**src/rtl/pf_lanectrl_seq_pkg.sv**
```systemverilog
// Shared types for the lane-controller delay-line sequencer.
// State encoding, captured request record and the phase-counter width.
package pf_lanectrl_seq_pkg;

    localparam int PH_W       = 8;
    localparam int LANE_W_MAX = 8;
    localparam int TAP_W_MAX  = 16;

    typedef enum logic [2:0] {
        ST_IDLE,
        ST_PAUSE_PRE,
        ST_MOVE,
        ST_LOAD,
        ST_SETTLE,
        ST_PAUSE_POST,
        ST_DONE
    } state_e;

    // Lane and taps are held at their widest supported size and narrowed by the top.
    typedef struct packed {
        logic [LANE_W_MAX-1:0] lane;
        logic                  load;
        logic                  sel;
        logic                  dir;
        logic [TAP_W_MAX-1:0]  taps;
    } req_t;

endpackage

```
**src/rtl/pf_lanectrl_sync2.sv**
```systemverilog
// Two-flop synchroniser for one asynchronous level, reset to 0.
// Latency: 2 clk_i cycles from a stable input to q_o.
// No backpressure: free-running.
module pf_lanectrl_sync2 (
    input  logic clk_i,
    input  logic arst_n_i,
    input  logic d_i,
    output logic q_o
);

    logic meta_q;
    logic sync_q;

    always_ff @(posedge clk_i or negedge arst_n_i) begin
        if (!arst_n_i) begin
            meta_q <= 1'b0;
            sync_q <= 1'b0;
        end else begin
            meta_q <= d_i;
            sync_q <= meta_q;
        end
    end

    assign q_o = sync_q;

endmodule

```
**src/rtl/pf_lanectrl_dly_seq.sv**
```systemverilog
// Multi-lane delay-line training sequencer: pause-bracketed tap moves or a default load.
// Latency: DONE at T+1+PAUSE_EXT+N*(1+MOVE_GAP)+SETTLE_CYCLES+PAUSE_EXT; T+1 for no-op/bad lane.
// Backpressure: one request in flight; REQ_READY high only in IDLE.
module pf_lanectrl_dly_seq
    import pf_lanectrl_seq_pkg::*;
#(
    parameter int  NUM_LANES     = 4,
    parameter int  TAP_W         = 8,
    parameter int  PAUSE_EXT     = 2,
    parameter int  MOVE_GAP      = 3,
    parameter int  SETTLE_CYCLES = 4,
    localparam int LW            = (NUM_LANES > 1) ? $clog2(NUM_LANES) : 1
) (
    input  logic                 CLK,
    input  logic                 ARST_N,
    input  logic                 REQ_VALID,
    output logic                 REQ_READY,
    input  logic [LW-1:0]        REQ_LANE,
    input  logic                 REQ_LOAD,
    input  logic                 REQ_SEL,
    input  logic                 REQ_DIR,
    input  logic [TAP_W-1:0]     REQ_TAPS,
    input  logic [NUM_LANES-1:0] RX_DELAY_LINE_OUT_OF_RANGE,
    output logic [NUM_LANES-1:0] DELAY_LINE_MOVE,
    output logic [NUM_LANES-1:0] DELAY_LINE_LOAD,
    output logic [NUM_LANES-1:0] DELAY_LINE_SEL,
    output logic [NUM_LANES-1:0] DELAY_LINE_DIRECTION,
    output logic [NUM_LANES-1:0] HS_IO_CLK_PAUSE,
    output logic                 DONE,
    output logic [TAP_W-1:0]     DONE_TAPS,
    output logic                 ERR_OOR,
    output logic                 ERR_LANE
);

    localparam int OOR_EXT_W = 1 << LANE_W_MAX;

    state_e               state_q;
    logic [PH_W-1:0]      cnt_q;
    req_t                 req_q;
    logic [TAP_W-1:0]     moved_q;
    logic                 oor_hit_q;
    logic                 ready_q;
    logic                 done_q;
    logic [TAP_W-1:0]     done_taps_q;
    logic                 err_oor_q;
    logic                 err_lane_q;
    logic [NUM_LANES-1:0] pause_q;
    logic [NUM_LANES-1:0] move_q;
    logic [NUM_LANES-1:0] load_q;

    logic [NUM_LANES-1:0] oor_sync;
    logic [OOR_EXT_W-1:0] oor_ext;
    logic [NUM_LANES-1:0] req_oh;
    logic                 lane_bad;
    logic                 req_nop;
    logic                 taps_done;
    logic                 slot_oor;
    logic                 start_slot;

    for (genvar g = 0; g < NUM_LANES; g++) begin : g_sync
        pf_lanectrl_sync2 u_sync (
            .clk_i    (CLK),
            .arst_n_i (ARST_N),
            .d_i      (RX_DELAY_LINE_OUT_OF_RANGE[g]),
            .q_o      (oor_sync[g])
        );
    end

    assign oor_ext   = OOR_EXT_W'(oor_sync);
    assign req_oh    = NUM_LANES'(1) << REQ_LANE;
    assign lane_bad  = (int'(REQ_LANE) >= NUM_LANES);
    assign req_nop   = !REQ_LOAD && (REQ_TAPS == '0);
    assign taps_done = (TAP_W_MAX'(moved_q) == req_q.taps);
    assign slot_oor  = oor_ext[req_q.lane];

    // A slot opens on the edge that ends pre-pause or the previous gap; OOR is judged there.
    assign start_slot = (cnt_q == '0) &&
                        (((state_q == ST_PAUSE_PRE) && !req_q.load) ||
                         ((state_q == ST_MOVE) && !oor_hit_q && !taps_done));

    always_ff @(posedge CLK or negedge ARST_N) begin
        if (!ARST_N) begin
            state_q     <= ST_IDLE;
            cnt_q       <= '0;
            req_q       <= '0;
            moved_q     <= '0;
            oor_hit_q   <= 1'b0;
            ready_q     <= 1'b1;
            done_q      <= 1'b0;
            done_taps_q <= '0;
            err_oor_q   <= 1'b0;
            err_lane_q  <= 1'b0;
            pause_q     <= '0;
            move_q      <= '0;
            load_q      <= '0;
        end else begin
            done_q <= 1'b0;
            move_q <= '0;
            load_q <= '0;
            case (state_q)
                ST_IDLE: begin
                    if (REQ_VALID) begin
                        req_q <= '{lane: LANE_W_MAX'(REQ_LANE), load: REQ_LOAD, sel: REQ_SEL,
                                   dir: REQ_DIR, taps: TAP_W_MAX'(REQ_TAPS)};
                        ready_q   <= 1'b0;
                        moved_q   <= '0;
                        oor_hit_q <= 1'b0;
                        if (lane_bad || req_nop) begin
                            state_q     <= ST_DONE;
                            done_q      <= 1'b1;
                            done_taps_q <= '0;
                            err_oor_q   <= 1'b0;
                            err_lane_q  <= lane_bad;
                        end else begin
                            state_q <= ST_PAUSE_PRE;
                            cnt_q   <= PH_W'(PAUSE_EXT - 1);
                            pause_q <= req_oh;
                        end
                    end
                end
                ST_PAUSE_PRE: begin
                    if (cnt_q == '0) begin
                        if (req_q.load) begin
                            state_q <= ST_LOAD;
                            load_q  <= pause_q;
                        end else begin
                            state_q <= ST_MOVE;
                        end
                    end else begin
                        cnt_q <= cnt_q - PH_W'(1);
                    end
                end
                ST_MOVE: begin
                    if (oor_hit_q || ((cnt_q == '0) && taps_done)) begin
                        state_q <= ST_SETTLE;
                        cnt_q   <= PH_W'(SETTLE_CYCLES - 1);
                    end else if (cnt_q != '0) begin
                        cnt_q <= cnt_q - PH_W'(1);
                    end
                end
                ST_LOAD: begin
                    state_q <= ST_SETTLE;
                    cnt_q   <= PH_W'(SETTLE_CYCLES - 1);
                end
                ST_SETTLE: begin
                    if (cnt_q == '0) begin
                        state_q <= ST_PAUSE_POST;
                        cnt_q   <= PH_W'(PAUSE_EXT - 1);
                    end else begin
                        cnt_q <= cnt_q - PH_W'(1);
                    end
                end
                ST_PAUSE_POST: begin
                    if (cnt_q == '0) begin
                        state_q     <= ST_DONE;
                        pause_q     <= '0;
                        done_q      <= 1'b1;
                        done_taps_q <= moved_q;
                        err_oor_q   <= oor_hit_q;
                        err_lane_q  <= 1'b0;
                    end else begin
                        cnt_q <= cnt_q - PH_W'(1);
                    end
                end
                ST_DONE: begin
                    state_q <= ST_IDLE;
                    ready_q <= 1'b1;
                end
                default: begin
                    state_q <= ST_IDLE;
                    ready_q <= 1'b1;
                    pause_q <= '0;
                end
            endcase

            if (start_slot) begin
                cnt_q <= PH_W'(MOVE_GAP);
                if (slot_oor) begin
                    oor_hit_q <= 1'b1;
                end else begin
                    move_q  <= pause_q;
                    moved_q <= moved_q + TAP_W'(1);
                end
            end
        end
    end

    // pause_q is the one-hot active-lane mask for the whole window, so it gates SEL/DIR too.
    assign REQ_READY            = ready_q;
    assign HS_IO_CLK_PAUSE      = pause_q;
    assign DELAY_LINE_MOVE      = move_q;
    assign DELAY_LINE_LOAD      = load_q;
    assign DELAY_LINE_SEL       = req_q.sel ? pause_q : '0;
    assign DELAY_LINE_DIRECTION = req_q.dir ? pause_q : '0;
    assign DONE                 = done_q;
    assign DONE_TAPS            = done_taps_q;
    assign ERR_OOR              = err_oor_q;
    assign ERR_LANE             = err_lane_q;

endmodule

```
**config.mk**
```make
export PLATFORM = sky130hd
export DESIGN_NAME = pf_lanectrl_dly_seq
export DESIGN_NICKNAME = d
export VERILOG_FILES = /design/src/rtl/pf_lanectrl_seq_pkg.sv /design/src/rtl/pf_lanectrl_sync2.sv /design/src/rtl/pf_lanectrl_dly_seq.sv
export SDC_FILE = /design/constraint.sdc
export NUM_CORES = 1
export LEC_CHECK = 0
export BUFFER_PORTS_ARGS = -buffer_cell sky130_fd_sc_hd__buf_2
export CAP_MARGIN = 20
export CORE_ASPECT_RATIO = 1.4
export CORE_UTILIZATION = 45
export CTS_CLUSTER_DIAMETER = 60
export CTS_CLUSTER_SIZE = 20
export DETAILED_ROUTE_END_ITERATION = 10
export PLACE_DENSITY = 0.67
export SLEW_MARGIN = 10
export SYNTH_ARGS = -nofsm -noshare
export SYNTH_HDL_FRONTEND = slang
export SYNTH_SLANG_ARGS = --single-unit
```
**constraint.sdc**
```tcl
create_clock -name CLK -period 4.95 [get_ports CLK]
set_clock_uncertainty 0.15 [all_clocks]
set_input_delay 0.495 -clock CLK [delete_from_list [all_inputs] [get_ports CLK]]
set_output_delay 0.495 -clock CLK [all_outputs]
set_load 0.005 [all_outputs]
```
== After elaboration in Yosys (flattened, before gate mapping) ==
Index checks and enable logic that the tools add are counted.
Word-level totals
  RAM bits: 0
  bits of input ports: 20
  register bits after elaboration: 65
  output and inout bits: 32
  memories kept: 0
  word-level logic and storage cells: 129
  latch bits: 0
  bits in read-only memories: 0
Cells by class
  bitwise operators: 2
  mux-type cells: 53
  order comparisons: 1
  eq/ne operators: 18
  reductions and logical operators: 27
  add/subtract/negate cells: 2
  shift-type cells: 1
  $mul: 0
  div/mod/pow operators: 0
Operators by type and width (count)
  8-bit two-way mux: 14
  4-bit two-way mux: 10
  8-bit one-hot mux with 5 select lines: 1
  3-bit two-way mux: 6
  3-bit one-hot mux with 6 select lines: 1
  8-bit zero test: 2
  8-bit one-hot mux with 2 select lines: 1
  1-bit two-way mux: 14
  4-bit one-hot mux with 3 select lines: 1
  2-bit inequality test, second input constant: 5
  5-bit AND reduction: 2
  5-bit OR reduction: 2
  3-bit equality test, second input constant: 3
  2-bit by 9-bit less-than comparator with 1-bit output, second input constant: 1
  3-bit inequality test, second input constant: 3
  8-bit by 1-bit adder with 8-bit output, second input constant: 1
  8-bit equality test: 1
  1-bit one-hot mux with 2 select lines: 4
  4-bit AND reduction: 2
  8-bit nonzero test: 1
  8-bit by 1-bit subtractor with 8-bit output, second input constant: 1
  3-bit by 2-bit equality test with 1-bit output, second input constant: 2
  1-bit logical AND: 6
  6-bit nonzero test: 1
  other kinds (12): 19

== Depth between registers and ports, before layout ==
Gate-level depths: netlist (run 1).
  depth after elaboration: 7
  gate-level depth with buffers: 10
  gate-level depth less buffers: 8

== Cells and area by module ==
A second synthesis (run 1) with hierarchy kept.
Unflattened totals
  cell total of the unflattened synthesis: 311
  area, all modules: 3130.5 um^2
By module, submodules not included
  pf_lanectrl_dly_seq: cells an instance 303, area an instance 2930.3 um^2, sequential area each 1402.6 um^2, instances 1
  pf_lanectrl_sync2: cells an instance 2, area an instance 50.0 um^2, sequential area each 50.0 um^2, instances 4

== Worst setup path before layout (run 1) ==
Ideal clock, no wire load.
  path type: register to register
  from: register state_q[2]
  to: register cnt_q[7]
  slack: 2.672 ns
  buffers on the path: 2
  arrival: 2.036 ns
  period minus slack after synthesis: 2.278 ns
  setup time: 0.092 ns
  stages on the path, launching flop included: 11
  data required time: 4.708 ns
  path through: dfrtp_1 > clkbuf_1 > inv_1 > ha_1 > nand3b_1 > nor3_1 > a211o_1 > nand4_1 > or2_1 > buf_6 > o31ai_2
On the way
  longest elaborated chain between the ends: 7
  elaborated cells between the ends (all ways): 20
  classes of those cells: eq/ne (9); mux (2); reduce/logical (9)
RTL lines
  from (decl): RTL line pf_lanectrl_dly_seq.sv:37  | state_e state_q;
  from (signal assigned): RTL line pf_lanectrl_dly_seq.sv:83  | state_q <= ST_IDLE;
  from (signal assigned): RTL line pf_lanectrl_dly_seq.sv:109  | state_q <= ST_DONE;
  from (signal assigned): RTL line pf_lanectrl_dly_seq.sv:115  | state_q <= ST_PAUSE_PRE;
  3-bit by 2-bit equality test with 1-bit output: RTL line pf_lanectrl_dly_seq.sv:79, pf_lanectrl_dly_seq.sv:100
  1-bit logical AND (2 in series): RTL line pf_lanectrl_dly_seq.sv:79  | ((state_q == ST_MOVE) && !oor_hit_q && !taps_done));
  1-bit logical OR: RTL line pf_lanectrl_dly_seq.sv:78  | (((state_q == ST_PAUSE_PRE) && !req_q.load) ||
  1-bit logical AND: RTL line pf_lanectrl_dly_seq.sv:77  | assign start_slot = (cnt_q == '0) &&
  4-bit by 2-bit inequality test with 1-bit output (no line), or another cell as far along
  5-bit AND reduction (no line)
  to (signal assigned): RTL line pf_lanectrl_dly_seq.sv:116  | cnt_q <= PH_W'(PAUSE_EXT - 1);
  to (signal assigned): RTL line pf_lanectrl_dly_seq.sv:130  | cnt_q <= cnt_q - PH_W'(1);
  to (signal assigned): RTL line pf_lanectrl_dly_seq.sv:136  | cnt_q <= PH_W'(SETTLE_CYCLES - 1);
  to (decl): RTL line pf_lanectrl_dly_seq.sv:38  | logic [PH_W-1:0] cnt_q;
Parallel ways exist; a longest one is shown, timed or not.
A chain may end at the register's enable or synchronous reset.

== Worst setup path after layout (run 1) ==
  from: register cnt_q[0]
  to: register moved_q[2]
On the way
  longest elaborated chain between the ends: 3
RTL lines
  8-bit zero test: RTL line pf_lanectrl_dly_seq.sv:77
  1-bit logical AND: RTL line pf_lanectrl_dly_seq.sv:77
  8-bit two-way mux: RTL line pf_lanectrl_dly_seq.sv:176  | if (start_slot) begin
  to (signal assigned): RTL line pf_lanectrl_dly_seq.sv:182  | moved_q <= moved_q + TAP_W'(1);
  to (decl): RTL line pf_lanectrl_dly_seq.sv:40  | logic [TAP_W-1:0] moved_q;
Every way passes these cells.

==> results of run 1 <==
## sequential cells by signal (all words and copies together), names as in the netlist, 4 cells and up
register	flops
cnt_q	8
DONE_TAPS	8
g_sync.u_sync.q_o	4
DELAY_LINE_MOVE	4
DELAY_LINE_LOAD	4
req_q	13
HS_IO_CLK_PAUSE	4
moved_q	8
g_sync.u_sync.meta_q	4
## per-layer routing
metal	global-route usage (%)	part of all wire, %	vias up
met4	12.1	2.3	0
met1	26.4	43	1080
met5	0	0	-
li1	-	-	1097
met2	30.9	50	60
met3	3.51	4.0	17
## cell type report
| cell class | count | area share (%) |
|---|---|---|
| Sequential cell | 64 | 44.1 |
| Multi-Input combinational cell | 194 | 38.6 |
| Timing Repair Buffer | 51 | 7.09 |
| Clock buffer | 9 | 3.41 |
| Tap cell | 92 | 3.17 |
| Clock inverter | 7 | 2.86 |
| Inverter | 7 | 0.723 |
## worst max-delay path by stage
stage	from	endpoint	cells past startpoint
floorplan	state_q[2]	cnt_q[7]	10
global placement	cnt_q[0]	moved_q[2]	8
detailed placement	cnt_q[0]	moved_q[2]	8
CTS	cnt_q[0]	moved_q[2]	8
global route	state_q[1]	moved_q[2]	5
finish	cnt_q[0]	moved_q[2]	8
## logic make-up after synthesis
family	after synthesis	share of synthesized area, %
simple gates	100	18.7
flops	64	51.7
compound gates	59	14.4
mux	19	7.07
buf+inv	18	2.95
xor+xnor	9	2.54
fa+ha+maj	6	2.42
other cells	1	0.121
## critical path: stages (launching register included)
cell,delay (ns)
dfrtp_1,0.43
inv_1,0.14
ha_1,0.16
nor4b_4,0.22
nand2_2,0.22
or4_4,0.51
a21oi_4,0.37
a21oi_1,0.12
a31o_2,0.22
## layout by cell type, fill, tap and decap left out, types with 3 or more instances in the layout
cell type   n
a21oi_1    13
buf_2      50
o21ai_0    10
mux2i_1     5
nor3_1      8
nor2_1      7
and2_1     17
clkinv_4    3
o32ai_1     3
o31ai_1     3
nand2_1    29
o31ai_2     4
a22o_1      9
dfrtp_1    63
inv_1       6
nor4_1      3
clkbuf_8    9
nand3_1     4
and3_1      5
nand2b_1    4
mux2_2     13
ha_1        6
xor2_1      8
## metrics by stage
step / utilization [%] / hold WS, ns
after CTS: 54.9 / 0.0858
final: 54.9 / 0.0965
after floorplan: - / 0.0494
after global placement: 51.5 / 0.183
after global routing: 54.9 / 0.0894
after detailed placement: 51.5 / 0.186
## power by group
| part | total [uW] | switching, uW | internal [uW] |
|---|---|---|---|
| Sequential | 850 | 170 | 679 |
| Clock | 514 | 225 | 289 |
| Combinational | 724 | 382 | 343 |
==> impl_metrics.csv, run 1 <==
group,metric,value,unit
floorplan,core_area,6610,um^2
run_status,status,"finished, final reports clean",
sta,hold_violations,0,
cts,cts_buffers,9,
synthesis,synth_edf_count,0,
cts,cts_tree,"done",
flow_run,maxCapViolCount,0,
global_route,antenna_found_initial,0,
sta,clock.fmax,376,MHz
power_and_ir_drop,ir_drop,365,uV
finish,layout-area-overhead-vs-synth,17.3,%
placement,io_buffers,50,
finish,multi_input_area,1400,um^2
routing,antenna_left,0,
finish,n_antenna_cell,0,
sta,final-setup-viol-count,0,
routing,via_per_inst,5.32,
synthesis,synth_common_cells,"dfrtp_1, nand2_1, and2_1, a21oi_1, mux2_2",
global_route,grt_pass1_wl,10.9,mm
critical_path,arrival,2.75,ns
finish,instances_no_fill,424,
synthesis,synth.top_cell.area_share,50.9,%
floorplan,fp.dieH,100,um
critical_path,crit_type,"flop to flop",
floorplan,row_count,35,
synthesis,async_flop_share,100,%
critical_path,rrSetupSlack,2.29,ns
power_and_ir_drop,power,2090,uW
placement,post-place-ws,2.29,ns
cts,cts_root_buf,"clkbuf_8",
routing,vias,2254,
critical_path,r2r_cells,8,
finish,post-route-cell-area,3630,um^2
floorplan,fp.dieW,72.1,um
placement,postPlaceCellArea,3410,um^2
finish,nets,353,
hold_path,hold_depth,1,
power_and_ir_drop,p_leak,0.00175,uW
cts,post_cts_resized,0,
sta,tns,0,ns
routing,dr.pass1.iters,4,
global_route,grt_pass1_vias,2217,
finish,drive_gt1_share,30.1,%
synthesis,synth_nets,302,
placement,gp_congestion,0.843,
cts,h-tree-depth,3,
synthesis,ys_types,58,
critical_path,cp-end-kind,"flop",
critical_path,crit-reg2reg-launch,"cnt_q[0]",
critical_path,reg2reg_to,"moved_q[2]",
critical_path,crit_required,5.04,ns
hold_path,hold_class,"input port to flop",
routing,drtIter0Drc,187,
synthesis,yosysMostFrequentCell,"dfrtp_1",
floorplan,die_area,7230,um^2
finish,ff_latch_area,1600,um^2
finish,fillers,592,
placement,dpl.hpwl,4.41,mm
synthesis,synthCells,276,
floorplan,ios,52,
global_route,track_usage,20.1,%
cts,clk_latency,0.35,ns
cts,clock_path_buffers,2,
hold_path,hold_path_end,"g_sync[0].u_sync.meta_q",
floorplan,start_util,46.8,%
critical_path,worstSetupStartpointType,"flop",
placement,dp.cells,408,
cts,cts_sinks,64,
routing,route.detailed.drc,0,
synthesis,synth.largest_area_cell,"dfrtp_1",
sta,tightest_slew,0.849,ns
sta,relSlewSlack,43.2,%
critical_path,path_max_fanout,14,
synthesis,syn_avg_cell_area,11.2,um^2
global_route,grt_max_degree,65,
sta,slew_viol_final,0,
synthesis,synthTopCellsByArea,"dfrtp_1, mux2_2, nand2_1, and2_1, a22o_1",
synthesis,synth_flop_cell,"dfrtp_1",
synthesis,ys_ff_latch,64,
cts,clkSlewWorstSetupHoldPaths,0.08,ns
sta,fin_ws,2.29,ns
synthesis,ys_seq_area_share,51.7,%
synthesis,yosys_warnings,0,
cts,cts-hold-fix-buffers,0,
power_and_ir_drop,p_per_area,575,nW/um^2
sta,finalCriticalPeriod,2.66,ns
sta,rsz0062_at_grt,"no",
routing,finalWirelength,6.29,mm
global_route,global_route.overflow_total,0,
synthesis,syn_area,3100,um^2
sta,min_period_over_period,53.7,%
hold_path,hold_start,"RX_DELAY_LINE_OUT_OF_RANGE[0]",
cts,cts_setup_buffers,0,
routing,routedWlPerCell,14.8,um
No activity file was read; power rests on OpenSTA's default activity.
==> inputs of run 2 (changes only) <==
--- a/config.mk
+++ b/config.mk
@@ -5,6 +5,7 @@
 export SDC_FILE = /design/constraint.sdc
 export NUM_CORES = 1
 export LEC_CHECK = 0
+export ABC_AREA = 1
 export BUFFER_PORTS_ARGS = -buffer_cell sky130_fd_sc_hd__buf_2
 export CAP_MARGIN = 20
 export CORE_ASPECT_RATIO = 1.4
==> constraint.sdc (replaced) <==
create_clock -name CLK -period 2.6 [get_ports CLK]
set_clock_uncertainty 0.15 [all_clocks]
set_input_delay 0.26 -clock CLK [delete_from_list [all_inputs] [get_ports CLK]]
set_output_delay 0.26 -clock CLK [all_outputs]
set_load 0.005 [all_outputs]
==> run 2 against run 1 <==
Effect of this change:
- register-to-register slack worse by 1.8 ns
- critical endpoint is now HS_IO_CLK_PAUSE[0]
- via count up 27%
- flip-flop and latch count unchanged
- clock-buffer cell count up 4
- global-route usage up 1.1 points
==> impl_metrics.csv, run 2 <==
group,metric,value,unit
synthesis,synthCells,417,
floorplan,row_count,37,
cts,cts_setup_buffers,0,
power_and_ir_drop,p_leak,0.00214,uW
sta,relSlewSlack,58.2,%
synthesis,synth_flop_cell,"dfrtp_1",
synthesis,synth_nets,443,
global_route,track_usage,21.2,%
global_route,global_route.overflow_total,0,
synthesis,synth_common_cells,"nand2_1, dfrtp_1, inv_1, o21ai_0, nor2_1",
routing,vias,2872,
placement,dpl.hpwl,5.72,mm
critical_path,crit_type,"flop to flop",
hold_path,hold_class,"input port to flop",
routing,routedWlPerCell,12.8,um
global_route,grt_pass1_vias,2759,
global_route,antenna_found_initial,0,
routing,antenna_left,0,
sta,slew_viol_final,0,
power_and_ir_drop,pwr-share-seq,35.1,%
hold_path,hold_start,"REQ_TAPS[1]",
cts,cts_tree,"done",
sta,hold_violations,0,
critical_path,crit-reg2reg-launch,"cnt_q[0]",
synthesis,ys_types,36,
cts,cts_root_buf,"clkbuf_8",
synthesis,yosys_warnings,0,
finish,n_antenna_cell,0,
cts,cts-hold-fix-buffers,11,
global_route,grt_pass1_wl,12.5,mm
synthesis,async_flop_share,100,%
sta,tns,0,ns
power_and_ir_drop,power_frac_clock,19.6,%
power_and_ir_drop,ir_drop,433,uV
synthesis,synth.largest_area_cell,"dfrtp_1",
sta,finalCriticalPeriod,2.12,ns
finish,final_cell_mix,"nand2_1, dfrtp_1, inv_1",
synthesis,syn_area,3420,um^2
cts,clk_latency,0.34,ns
power_and_ir_drop,switchingPower,1810,uW
critical_path,crit_path_cell_trace,"inv_1 > ha_1 > nand2_2 > nor3_4 > o21ai_2 > a21oi_4 > nand4_1 > o21ai_0",
placement,io_buffers,50,
critical_path,crit_path_top_delay_cell,"dfrtp_1",
finish,final_common_cell,"nand2_1",
sta,fin_ws,0.483,ns
critical_path,crit_start,"cnt_q[0]",
placement,post-place-ws,0.495,ns
floorplan,fp.dieH,105,um
floorplan,die_area,7950,um^2
synthesis,synthTopCellsByArea,"dfrtp_1, nand2_1, inv_1, o21ai_0, nor2_1",
critical_path,path_max_fanout,11,
finish,drive_gt1_share,21.3,%
finish,layout-area-overhead-vs-synth,18.5,%
routing,finalWirelength,7.49,mm
floorplan,start_util,46.4,%
critical_path,crit_required,2.71,ns
routing,route.detailed.drc,0,
synthesis,synth_edf_count,0,
routing,via_per_inst,4.91,
finish,nets,510,
sta,final-setup-viol-count,0,
synthesis,ys_ff_latch,64,
run_status,status,"finished, final reports clean",
critical_path,cp-end-kind,"flop",
power_and_ir_drop,switching_share,44.2,%
synthesis,syn_avg_cell_area,8.19,um^2
finish,largest_reg_flops,13,
power_and_ir_drop,p_int,2290,uW
sta,tightest_slew,0.627,ns
global_route,grt_max_degree,31,
floorplan,core_area,7360,um^2
critical_path,arrival,2.23,ns
cts,clkSlewWorstSetupHoldPaths,0.07,ns
cts,h-tree-depth,3,
cts,post_cts_resized,0,
sta,clock.fmax,472,MHz
finish,top_register,"req_q",
placement,gp_congestion,0.869,
floorplan,fp.dieW,75.6,um
sta,rsz0062_at_grt,"no",
synthesis,yosysMostFrequentCell,"nand2_1",
critical_path,worstSetupStartpointType,"flop",
synthesis,synth.top_cell.area_share,46.2,%
routing,dr.pass1.iters,4,
cts,cts_sinks,64,
sta,min_period_over_period,81.4,%
power_and_ir_drop,p_comb_share,45.3,%
routing,drtIter0Drc,105,
floorplan,ios,52,
flow_run,maxCapViolCount,0,
critical_path,crit_path_max_incr_delay,0.40,ns
power_and_ir_drop,power,4110,uW
cts,cts_buffers,9,
power_and_ir_drop,p_per_area,1010,nW/um^2
cts,clock_path_buffers,2,
synthesis,ys_seq_area_share,46.9,%
run 2: cell count changes in the layout (fill, tap and decap cells not counted), sizes merged, moves of 13 or more:
cell | previous run | this run
mux2 | 13 | 0
inv | 9 | 55
and2 | 19 | 0
nor2 | 7 | 33
o21ai | 10 | 54
nand2 | 30 | 129
run 2: power by group through the flow:
stage | logic, uW | registers [uW] | clock network (uW)
finish | 1860 | 1440 | 806
global placement | 1820 | 1450 | 0
global route | 2130 | 1470 | 871
detailed placement | 1850 | 1460 | 0
CTS | 1870 | 1440 | 834
floorplan | 1430 | 1420 | 0
run 2: area by class of cell:
type                            instances  area, um^2
Fill cell                             683        3310
Clock inverter                          2        12.5
Tap cell                               97         121
Timing Repair Buffer                   64         383
Inverter                               57         224
Clock buffer                           13         179
Sequential cell                        64        1600
Multi-Input combinational cell        288        1530
run 2: logic make-up after synthesis:
group / Yosys count / synth area share, %
AO/OA/AOI/OAI: 68 / 11.9
XOR/XNOR: 13 / 3.33
adder cells (fa/ha/maj): 6 / 2.20
buffers and inverters: 65 / 8.42
flip-flops: 64 / 46.9
other: 1 / 0.110
AND/OR/NAND/NOR: 200 / 27.1
run 2: worst paths after layout:
check / endpoint / slack, ns / cells after the start
worst max-delay path: HS_IO_CLK_PAUSE[0] / 0.48 / 8
worst min-delay path: req_q[1] / 0.02 / 3
worst max register to register: HS_IO_CLK_PAUSE[0] / 0.48 / 8
worst min register to register: g_sync[2].u_sync.q_o / 0.20 / 0
max in group asynchronous: REQ_READY / 1.24 / 3
min in group asynchronous: DELAY_LINE_MOVE[2] / 0.32 / 2
run 2: critical path, delay by kind of cell (launching register included):
kind / cells / cell delay [ns]
buffers and inverters: 1 / 0.10
and+or+nand+nor: 3 / 0.58
DFF: 1 / 0.40
adders and majority gates: 1 / 0.19
AOI/OAI and AO/OA: 3 / 0.61
run 2: through the flow:
| step | area, um^2 | util, % | instances | hold WS [ns] |
|---|---|---|---|---|
| 2_1_floorplan | 3420 | - | 417 | -0.186 |
| 5_1_grt | 4050 | 55.0 | 585 | 0.0201 |
| 4_1_cts | 4050 | 55.0 | 585 | 0.00486 |
| 3_5_place_dp | 3750 | 50.9 | 559 | 0.159 |
| 3_3_place_gp | 3750 | 50.9 | 559 | 0.158 |
| 6_report | 4050 | 55.0 | 585 | 0.0216 |
run 2: routing by layer:
layer,up-vias,global-route usage [%],share of wire [%],routed length [um]
met5,-,0,0,0
met1,1359,24.2,43,3220
met4,0,8.60,1.9,146
met2,46,36.1,53,3940
li1,1453,-,-,-
met3,14,5.98,2.6,193
==> inputs of run 3 (changes only) <==
==> constraint.sdc (replaced) <==
create_clock -name CLK -period 2.1 [get_ports CLK]
set_clock_uncertainty 0.15 [all_clocks]
set_input_delay 0.21 -clock CLK [delete_from_list [all_inputs] [get_ports CLK]]
set_output_delay 0.21 -clock CLK [all_outputs]
set_load 0.005 [all_outputs]
==> run 3 against run 2 <==
Effect of this change:
- wire length is 8.6% higher
- utilization grew 3.1 points
- global-route usage grew 2.0 points
- first-iteration DRC count grew 23%
- total power up 35%
- die area unchanged
- via count is 2.8% higher
- non-clock buffer count increased by 17
- cell area rose by 5.6%
- critical path depth rose by 4
- final cell count rose by 3.1%
- flip-flop and latch count did not move
- largest power group unchanged
- highest routed layer unchanged
==> impl_metrics.csv, run 3 (synthesis results as in run 2) <==
group,metric,value,unit
run_status,status,"finished, final reports clean",
placement,gp_congestion,0.924,
cts,clock_path_buffers,2,
finish,drive_gt1_share,24.7,%
routing,antenna_left,0,
critical_path,worstSetupStartpointType,"input port",
critical_path,crit_path_max_incr_delay,0.54,ns
placement,post-place-ws,-0.0192,ns
hold_path,hold_class,"input port to flop",
critical_path,crit-reg2reg-launch,"state_q[1]",
power_and_ir_drop,ir_drop,619,uV
cts,h-tree-depth,3,
power_and_ir_drop,switchingPower,2380,uW
routing,routedWlPerCell,13.5,um
routing,via_per_inst,4.90,
power_and_ir_drop,pwr-share-seq,32.4,%
sta,fin_ws,0.121,ns
floorplan,row_count,37,
routing,route.detailed.drc,0,
finish,n_antenna_cell,0,
flow_run,maxCapViolCount,0,
cts,clk_latency,0.35,ns
finish,largest_reg_flops,13,
critical_path,crit_path_cell_trace,"dlygate4sd3_1 > buf_2 > inv_1 > nand4_1 > nor3_1 > buf_4 > nand3_2 > nand2_1 > a21oi_4 > nor2_4 > nand2_1 > nand2_1",
sta,finalCriticalPeriod,1.98,ns
finish,top_register,"req_q",
finish,final_common_cell,"nand2_1",
power_and_ir_drop,switching_share,43.0,%
sta,tns,0,ns
critical_path,critPathTopFamily,"simple AND/OR/NAND/NOR gates",
critical_path,cp-end-kind,"flop",
critical_path,rrSetupSlack,0.13,ns
cts,cts_tree,"done",
global_route,grt_pass1_wl,13.6,mm
hold_path,hold_start,"REQ_LANE[1]",
global_route,global_route.overflow_total,0,
placement,dp.cells,566,
power_and_ir_drop,p_leak,0.00224,uW
cts,cts_root_buf,"clkbuf_8",
routing,finalWirelength,8.14,mm
hold_path,hold_depth,3,
sta,final-setup-viol-count,0,
floorplan,start_util,46.4,%
cts,cts_sinks,64,
power_and_ir_drop,p_comb_share,46.6,%
floorplan,core_area,7360,um^2
power_and_ir_drop,power_frac_clock,20.9,%
global_route,antenna_found_initial,0,
critical_path,r2r_cells,11,
sta,hold_violations,0,
placement,dpl.hpwl,5.91,mm
routing,drtIter0Drc,129,
critical_path,crit_type,"input port to flop",
cts,clkSlewWorstSetupHoldPaths,0.07,ns
critical_path,arrival,2.11,ns
finish,instances_no_fill,603,
sta,min_period_over_period,94.2,%
finish,final_cell_mix,"nand2_1, dfrtp_1, inv_1, buf_2, o21ai_0",
global_route,grt_pass1_vias,2936,
critical_path,worst-path-buf-inv,4,
critical_path,crit_required,2.23,ns
hold_path,hold_path_end,"req_q[20]",
critical_path,crit_start,"REQ_TAPS[0]",
sta,clock.fmax,505,MHz
sta,slew_viol_final,0,
global_route,grt_max_degree,44,
routing,vias,2952,
critical_path,reg2reg_to,"cnt_q[3]",
sta,relSlewSlack,63.8,%
critical_path,crit_top_cell,"nand2_1",
finish,nets,527,
power_and_ir_drop,p_per_area,1290,nW/um^2
global_route,track_usage,23.2,%
routing,dr.pass1.iters,4,
floorplan,fp.dieH,105,um
critical_path,crit_path_top_delay_cell,"dlygate4sd3_1",
sta,tightest_slew,0.543,ns
power_and_ir_drop,power,5530,uW
placement,io_buffers,50,
floorplan,ios,52,
floorplan,die_area,7950,um^2
floorplan,fp.dieW,75.6,um
finish,layout-area-overhead-vs-synth,25.2,%
power_and_ir_drop,p_int,3150,uW
critical_path,path_max_fanout,7,
cts,cts_buffers,9,
-- run 3: layout make-up --
class	instances	area, um^2
Tap cell	97	121
Clock buffer	11	131
Timing Repair Buffer	81	543
Sequential cell	64	1610
Clock inverter	5	81.3
Multi-Input combinational cell	288	1570
Inverter	57	224
Fill cell	665	3090
-- run 3: worst register-to-register path, stage by stage, from the launching register on --
cell,delay (ns)
dfrtp_2,0.45
inv_2,0.13
nand2_2,0.10
nor2_4,0.25
nand2_2,0.12
o21ai_0,0.11
inv_1,0.08
nand2_1,0.11
a21oi_4,0.07
nor2_4,0.20
nand2_1,0.07
nand2_1,0.07
-- run 3: metal layers --
metal  track usage (%)  share of wire, %
met1              26.3                41
met2              39.3                53
met3              3.95               2.8
met4              13.5               3.7
met5                 0                 0
-- run 3: power by group through the flow --
stage	clock network [uW]	logic [uW]	registers (uW)
detailed placement	0	2370	1800
floorplan	0	1760	1760
global route	1230	2940	1830
global placement	0	2340	1790
finish	1160	2580	1790
CTS	1190	2410	1780
-- run 3: how the worst max path moves through the flow --
stage | to | slack (ns) | depth (start not counted)
finish | cnt_q[3] | 0.12 | 12
global route | cnt_q[5] | -0.006 | 12
CTS | state_q[0] | 0.005 | 10
detailed placement | state_q[0] | -0.02 | 10
global placement | state_q[0] | 0.03 | 10
floorplan | DONE_TAPS[0] | 0.26 | 8
-- run 3: repair_timing --
| item | 4_1_cts | 5_1_grt |
|---|---|---|
| pin swaps | 0 | 4 |
| setup endpoints to repair | 2 | 25 |
| buffers inserted | 0 | 5 |
| cloned | 0 | 0 |
| gates resized for setup | 1 | 14 |
| endpoints found under the hold margin | 35 | 0 |
| hold buffers | 16 | 0 |
-- run 3: per-stage QoR --
step	utilization, %	hold WS (ns)	instance area (um^2)
finish	58.1	0.0246	4280
global route	58.1	0.0505	4280
CTS	56.9	0.0106	4190
detailed placement	51.8	0.0748	3810
global placement	51.8	0.0641	3810
floorplan	-	-0.236	3420
